### config.mk
export PLATFORM = sky130hd
export DESIGN_NAME = seq_tx_1010
export DESIGN_NICKNAME = d
export VERILOG_FILES = /design/src/rtl/seq_pkg.sv /design/src/rtl/seq_piso.sv /design/src/rtl/seq_tx_1010.sv
export SDC_FILE = /design/constraint.sdc
export NUM_CORES = 1
export LEC_CHECK = 0
export BUFFER_PORTS_ARGS = -buffer_cell sky130_fd_sc_hd__buf_2
export CORE_UTILIZATION = 39
export CTS_BUF_LIST = sky130_fd_sc_hd__clkbuf_16
export DETAILED_ROUTE_END_ITERATION = 7
export REMOVE_ABC_BUFFERS = 1
export SYNTH_ARGS = -nofsm -noshare
export SYNTH_HDL_FRONTEND = slang
export SYNTH_SLANG_ARGS = --single-unit
### constraint.sdc
create_clock -name clk -period 4.4 [get_ports clk]
set_input_delay 0.22 -clock clk [delete_from_list [all_inputs] [get_ports clk]]
set_output_delay 0.22 -clock clk [all_outputs]
set_load 0.005 [all_outputs]
### src/rtl/seq_pkg.sv
// Shared definitions for the 1010 sync-sequence transmitter and detector.
// Holds the frame state encoding, the sync preamble and its width.
package seq_pkg;

    // Frame states; S_PAR is only reachable when parity is built in.
    typedef enum logic [2:0] {
        S_IDLE = 3'd0,
        S_PRE  = 3'd1,
        S_DATA = 3'd2,
        S_PAR  = 3'd3,
        S_GAP  = 3'd4
    } seq_state_e;

    localparam int         PRE_W         = 4;
    localparam logic [3:0] PREAMBLE_1010 = 4'b1010;

endpackage

### src/rtl/seq_piso.sv
// Parallel-load, MSB-first shift register with a single serial output.
// Load wins over shift; the vacated LSB fills with zero.
module seq_piso #(
    parameter int W = 8
) (
    input  logic         clk,
    input  logic         reset,
    input  logic         load,
    input  logic         shift,
    input  logic [W-1:0] din,
    output logic         sout
);

    logic [W-1:0] shreg;

    // Capture the payload on load, otherwise move the next bit into the MSB.
    always_ff @(posedge clk or posedge reset) begin
        if (reset) begin
            shreg <= '0;
        end else if (load) begin
            shreg <= din;
        end else if (shift) begin
            shreg <= shreg << 1;
        end
    end

    assign sout = shreg[W-1];

endmodule

### src/rtl/seq_tx_1010.sv
// Framed serial transmitter: 1010 preamble, MSB-first payload, idle gap.
// Optional trailing even-parity bit is built when SEQ_TX_PARITY_EN is defined.
// All serial outputs are registered and cleared asynchronously by reset.
module seq_tx_1010
    import seq_pkg::*;
#(
    parameter int              DATA_W   = 8,
    parameter logic [PRE_W-1:0] PREAMBLE = PREAMBLE_1010,
    parameter int              GAP      = 2
) (
    input  logic              clk,
    input  logic              reset,
    input  logic [DATA_W-1:0] din,
    input  logic              din_valid,
    output logic              din_ready,
    output logic              x,
    output logic              x_valid,
    output logic              busy,
    output logic              frame_done
);

    localparam int               BIT_W    = $clog2(DATA_W + 1);
    localparam logic [BIT_W-1:0] LAST_BIT = BIT_W'(DATA_W - 1);
    localparam logic [1:0]       LAST_PRE = 2'(PRE_W - 1);
    localparam logic [3:0]       LAST_GAP = 4'(GAP - 1);

    seq_state_e       state, state_n;
    logic [1:0]       pre_cnt, pre_cnt_n;
    logic [BIT_W-1:0] bit_cnt, bit_cnt_n;
    logic [3:0]       gap_cnt, gap_cnt_n;
    logic             load, shift;
    logic             piso_out;
    logic             x_n, x_valid_n, frame_done_n;

`ifdef SEQ_TX_PARITY_EN
    logic             par_q;
`endif

    assign din_ready = (state == S_IDLE) && !reset;
    assign busy      = (state != S_IDLE);

    // Payload shifter; x takes its MSB at the same edge the register advances.
    seq_piso #(
        .W(DATA_W)
    ) u_piso (
        .clk   (clk),
        .reset (reset),
        .load  (load),
        .shift (shift),
        .din   (din),
        .sout  (piso_out)
    );

`ifdef SEQ_TX_PARITY_EN
    // Even parity of the word is fixed at accept time so the shifter can consume the word freely.
    always_ff @(posedge clk or posedge reset) begin
        if (reset) begin
            par_q <= 1'b0;
        end else if (load) begin
            par_q <= ^din;
        end
    end
`endif

    // Next state and counters; each counter restarts at zero on every state entry.
    always_comb begin
        state_n   = state;
        pre_cnt_n = '0;
        bit_cnt_n = '0;
        gap_cnt_n = '0;
        load      = 1'b0;
        case (state)
            S_IDLE: begin
                if (din_valid && din_ready) begin
                    state_n = S_PRE;
                    load    = 1'b1;
                end
            end
            S_PRE: begin
                if (pre_cnt == LAST_PRE) begin
                    state_n = S_DATA;
                end else begin
                    pre_cnt_n = pre_cnt + 2'd1;
                end
            end
            S_DATA: begin
                if (bit_cnt == LAST_BIT) begin
`ifdef SEQ_TX_PARITY_EN
                    state_n = S_PAR;
`else
                    state_n = (GAP > 0) ? S_GAP : S_IDLE;
`endif
                end else begin
                    bit_cnt_n = bit_cnt + 1'b1;
                end
            end
`ifdef SEQ_TX_PARITY_EN
            S_PAR: begin
                state_n = (GAP > 0) ? S_GAP : S_IDLE;
            end
`endif
            S_GAP: begin
                if (gap_cnt == LAST_GAP) begin
                    state_n = S_IDLE;
                end else begin
                    gap_cnt_n = gap_cnt + 4'd1;
                end
            end
            default: begin
                state_n = S_IDLE;
            end
        endcase
    end

    // Output values for the coming cycle, derived from where the FSM is heading.
    always_comb begin
        x_n          = 1'b0;
        x_valid_n    = 1'b0;
        frame_done_n = 1'b0;
        shift        = 1'b0;
        case (state_n)
            S_PRE: begin
                x_n       = PREAMBLE[LAST_PRE - pre_cnt_n];
                x_valid_n = 1'b1;
            end
            S_DATA: begin
                x_n       = piso_out;
                x_valid_n = 1'b1;
                shift     = 1'b1;
`ifndef SEQ_TX_PARITY_EN
                frame_done_n = (bit_cnt_n == LAST_BIT);
`endif
            end
`ifdef SEQ_TX_PARITY_EN
            S_PAR: begin
                x_n          = par_q;
                x_valid_n    = 1'b1;
                frame_done_n = 1'b1;
            end
`endif
            default: begin
                x_n = 1'b0;
            end
        endcase
    end

    // State, counters and registered serial outputs; reset aborts any frame at once.
    always_ff @(posedge clk or posedge reset) begin
        if (reset) begin
            state      <= S_IDLE;
            pre_cnt    <= '0;
            bit_cnt    <= '0;
            gap_cnt    <= '0;
            x          <= 1'b0;
            x_valid    <= 1'b0;
            frame_done <= 1'b0;
        end else begin
            state      <= state_n;
            pre_cnt    <= pre_cnt_n;
            bit_cnt    <= bit_cnt_n;
            gap_cnt    <= gap_cnt_n;
            x          <= x_n;
            x_valid    <= x_valid_n;
            frame_done <= frame_done_n;
        end
    end

endmodule

== Word-level counts from Yosys, hierarchy flattened ==
Index checks and enable logic that the tools add are counted.
Storage, ports and cells
  register bits after elaboration: 24
  output and inout bits: 5
  bits of input ports: 11
Cells by class
  multiplexer cells: 21
  add/subtract/negate cells: 4
  reductions and logical operators: 7
  order comparisons: 1
  equal/unequal tests: 9
Operators with widths (number)
  4-bit two-way mux: 4
  8-bit two-way mux: 2
  3-bit two-way mux: 4
  3-bit one-hot mux with 4 select lines: 1
  4-bit by 1-bit adder with 4-bit output (second input constant): 2
  4-bit by 3-bit == test with 1-bit output (second input constant): 2
  3-bit by 1-bit == test with 1-bit output (second input constant): 2
  3-bit by 2-bit == test with 1-bit output (second input constant): 2
  1-bit two-way mux: 6
  4-bit by 1-bit == test with 1-bit output (second input constant): 1
  2-bit two-way mux: 2
  3-bit == test (second input constant): 1
  3-bit zero test: 1
  2-bit by 3-bit < comparator with 1-bit output (second input constant): 1
  3-bit nonzero test: 1
  2-bit by 1-bit adder with 2-bit output (second input constant): 1
  1-bit binary-select mux with 2-bit select: 1
  2-bit == test (second input constant): 1
  1-bit logical AND: 2
  1-bit one-hot mux with 2 select lines: 1
  2-bit nonzero test: 1
  2-bit OR reduction: 1
  2-bit subtractor (first input constant): 1
  1-bit zero test: 1

== Depth between registers and ports, before layout ==
  depth after elaboration: 9
  gate-level depth with buffers: 6
  depth with buffers taken out: 5

== Modules after synthesis ==
A second synthesis with hierarchy kept.
Second synthesis, totals
  cell total of the unflattened synthesis: 103
  area, all modules: 1121.1 um2
Modules (own cells, without submodules)
  seq_tx_1010: area an instance 748.2 um2, cells an instance 68, times used 1, seq. area each 400.4 um2
  seq_piso: area an instance 372.9 um2, cells an instance 35, times used 1, seq. area each 200.2 um2

== Worst setup path before layout ==
OpenSTA, ideal clock, no wires.
  kind: reg2reg
  start point: reg bit_cnt[0]
  end point: reg u_piso.shreg[1]
  data required time: 4277 ps
  cell stages (with the launch flop): 7
  library setup time: 123 ps
  path slack: 3007 ps
  data arrival time: 1270 ps
  cells stage by stage: dfrtp_1 > ha_1 > nand3b_1 > a32o_1 > buf_4 > mux2i_1 > a21oi_1
On the way
  word-level cells in the longest chain between the ends: 6
Ends and longest elaborated chain
  from (decl): RTL line seq_tx_1010.sv:29  | logic [BIT_W-1:0] bit_cnt, bit_cnt_n;
  from (signal assigned): RTL line seq_tx_1010.sv:160  | bit_cnt <= bit_cnt_n;
  4-bit by 3-bit == test with 1-bit output: RTL line seq_tx_1010.sv:87  | if (bit_cnt == LAST_BIT) begin
  3-bit two-way mux: RTL line seq_tx_1010.sv:87
  3-bit one-hot mux with 4 select lines: RTL line seq_tx_1010.sv:72  | case (state)
  named net state_n[1]: RTL line seq_tx_1010.sv:27  | seq_state_e state, state_n;
  3-bit by 2-bit == test with 1-bit output: RTL line seq_tx_1010.sv:121  | case (state_n)
  1-bit two-way mux: RTL line seq_tx_1010.sv:121
  2-bit nonzero test (no source line)
  to (signal assigned): RTL line seq_piso.sv:21  | shreg <= din;
  to (signal assigned): RTL line seq_piso.sv:23  | shreg <= shreg << 1;
  to (decl): RTL line seq_piso.sv:14  | logic [W-1:0] shreg;
The timed path passes the listed nets, and every way through them passes these cells.
A chain may end at the register's enable or synchronous reset.

== Final worst setup path ==
  start point: reg bit_cnt[0]
  end point: reg u_piso.shreg[6]
On the way
  word-level cells in the longest chain between the ends: 6
Ends and longest elaborated chain (RTL line)
  4-bit by 3-bit == test with 1-bit output: seq_tx_1010.sv:87
  3-bit two-way mux: seq_tx_1010.sv:87
  3-bit one-hot mux with 4 select lines: seq_tx_1010.sv:72
  3-bit by 2-bit == test with 1-bit output: seq_tx_1010.sv:121
  1-bit two-way mux: seq_tx_1010.sv:121
  2-bit nonzero test (no source line)
Every way passes these cells.

==> run summary <==
The analysis attributes to cell leakage a power of 0.5576 nW. The floorplan core area is 0.002500 mm2. At the end of the flow the core is filled with cells to 48.50%. The area growth from synthesis to layout is 16.19%. The mapped netlist covers 0.001044 mm2. Sequential cells were found to cover 57.55% of the synthesized design area.

Dividing the final minimum period by the clock period gives 39.17%. The signal on the critical path passes through ha_1, nand3b_1, a32o_1, mux2i_1, a21oi_1. The endpoint type of the worst setup path was a flop. The clock arrives with 2.078 ps of skew. In the global route stage, overall resource usage came out at 12.80%. The final layout contains routed wiring with a total length of 1543 um.

The number of global-route vias before repair was 642. The via count of the routed design is 678. The DRC violation total after the first TritonRoute iteration is 10, and the areal power density over the cells is 552.3 mW/mm2. Hold repair after CTS inserted 0 buffers.

The max-slew violation total from the final report came out at 0. The first global-routing pass estimated 2649 um of wire. The number of buffers and inverters on the critical path was 0. Entering global routing, the biggest net connects 25 pins.

CTS saw 24 sinks. The pre-CTS setup slack was 2664 ps; the weighted congestion reported at the end of routability-driven placement was 0.6788. The detail route stage leaves a number of antenna-violating nets equal to 0. The critical path in this run is classified as flop to flop. For this run, the slowest stage of the critical path takes 470 ps. The tools report the total of cells resized after clock tree synthesis as 0. Setup repair after global routing left no endpoint under its margin. After detailed routing, the average wire length per cell comes to 11.10 um.

The tools report the count of endpoints failing setup in the final report as 0. The horizontal die dimension is 53.73 um, and the detailed-route DRC error count is 0. Per-instance average area after synthesis: 11.22 um2. Once the floorplan was initialized, standard cells occupied 41.74% of the core. In this run the clock root is driven by a clkbuf_16. Detailed placement finished with a half-perimeter wire length of 1113 um. Counting distinct cell types in the post-synthesis netlist gives 26. The die covers 0.002886 mm2.

The run finished with clean final reports. The tools report the count of maximum capacitance violations as 0. Along the worst path, the maximum fanout reaches 10. The layout has 237 filler cells. In the final design database the tool counted 126 nets. At the later pin of the worst-skew pair, clock insertion delay measures 250 ps. In the post-route analysis, the smallest setup slack over all paths is 2676 ps.

The logs give 1 for the deepest level of the CTS H-tree and 600.6 um2 for the sequential cell area in the final layout. The maximum number of buffers from clock root to sink is 2. The number of vias per cell after detailed routing was 4.878.

STA puts the critical path data arrival time at 1850 ps. Buffers inserted during clock tree synthesis total 3. The initial antenna violation count came out at 0. The run gives 0 as the final number of hold-violating endpoints.

The number of register bits inferred by synthesis is 24. The transition time of the tightest slew-check pin is 860.4 ps, and the worst voltage drop across the vdd grid is 0.2964 mV. The die is 53.73 um tall. Among all flip-flop cells after synthesis, the most frequent one is dfrtp_1.

In the final timing run, aggregate negative setup slack is 0 ps. Summed over all layers, the global routing overflow is 0. Once the clock tree was built, the setup fixing pass inserted 0 buffers.

The clock-pin slew on the worst setup and hold paths works out to 60 ps. The number of antenna diodes in the final layout is 0. For flop-to-flop paths, the worst setup slack is 2680 ps. Timing would allow up to 580.2 MHz. Grouping stages by cell kind, the critical path spends the most delay in compound AO/OA/AOI/OAI gates. The tightest min-delay check is of the primary input to async pin type. The tools report the number of warnings reported in the yosys synthesis log as 0. STA classifies the critical path startpoint as a flop. The number of optimization iterations in the first detailed-route pass was 4. The slowest stage of the critical path belongs to the cell a32o_1.

The cell count after synthesis came out at 93. The final critical path time including I/O delays and setup is 1724 ps, and the site row count is 18. The combined area of the multi-input logic cells is 412.9 um2. During I/O placement, the number of pins put on the boundary was 16.

The fraction of registers with async set or reset after synthesis came out at 100.0%. The top cell types in the final layout, fill and taps aside, are dfrtp_1, nor2_1, buf_2. Counting flops with a built-in enable in the synthesized netlist gives 0.

The number of port buffers was 15; the smallest hold slack was 158.0 ps. The required time at the endpoint of the critical path is 4520 ps, and the worst max-slew margin expressed relative to the limit is 42.57%. In the final layout, the share of cells above drive strength 1 is 21.10%. TritonCTS built the clock tree. The leading cell type in the layout, fill and taps excluded was dfrtp_1.
path summary, 6_finish.rpt:
| kind | depth (start not counted) | end | from |
|---|---|---|---|
| worst min-delay path | 2 | gap_cnt[1] | reset |
| worst max-delay path | 5 | u_piso.shreg[6] | bit_cnt[0] |
| worst max register to register | 5 | u_piso.shreg[6] | bit_cnt[0] |
| worst min register to register | 1 | pre_cnt[0] | pre_cnt[0] |
| max in group asynchronous | 2 | bit_cnt[2] | reset |
| min in group clk | 3 | u_piso.shreg[0] | din[0] |
sequential cells by signal, indices dropped and copies added (netlist names):
| signal | flops |
|---|---|
| gap_cnt | 4 |
| frame_done | 1 |
| bit_cnt | 4 |
| pre_cnt | 2 |
| x | 1 |
| u_piso.shreg | 8 |
| state | 3 |
| x_valid | 1 |
power by group:
group | internal (mW) | switching, mW | total [mW]
combinational | 0.0802 | 0.0812 | 0.161
sequential | 0.282 | 0.0377 | 0.320
clock | 0.120 | 0.0681 | 0.188
Yosys cell counts, drive strengths merged (2+ instances only):
cell type,count,area (um2)
ha,4,50.05
a21oi,7,35.03
nand3,5,25.02
nand2,6,25.03
xor2,2,17.52
nor2,17,63.81
o21ai,3,15.01
buf,2,18.77
xnor2,2,17.52
mux2i,7,70.07
dfrtp,24,600.6
inv,3,11.26
metal layers:
layer	GRT usage [%]	wire (um)	vias to the layer above
li1	-	-	351
met1	15.65	736	316
met2	21.81	764	11
met3	2.542	42	0
met4	5.263	0	0
met5	0	0	-
metrics by stage:
stage	cells	total power, mW	instance area (um2)
4_1_cts	139	0.6796	1212
6_report	139	0.6696	1212
3_5_place_dp	136	0.4909	1137
3_3_place_gp	136	0.4848	1137
2_1_floorplan	91	0.4391	1025
5_1_grt	139	0.7201	1212
cell type report:
| cell class | instances | share of cell area (%) |
|---|---|---|
| Tap cell | 30 | 3.096 |
| Clock buffer | 3 | 6.192 |
| Multi-Input combinational cell | 64 | 34.06 |
| Timing Repair Buffer | 15 | 6.192 |
| Inverter | 3 | 0.9288 |
| Sequential cell | 24 | 49.54 |
cell families after synthesis:
logic type	after synthesis	share of synthesized area, %
AND/OR/NAND/NOR	37	18.11
flip-flops	24	57.55
AO/OA/AOI/OAI	12	6.594
multiplexers	7	6.715
buffers and inverters	5	2.878
XOR/XNOR	4	3.358
adder cells (fa/ha/maj)	4	4.796
Note: power is estimated with default switching activity, not from simulation.
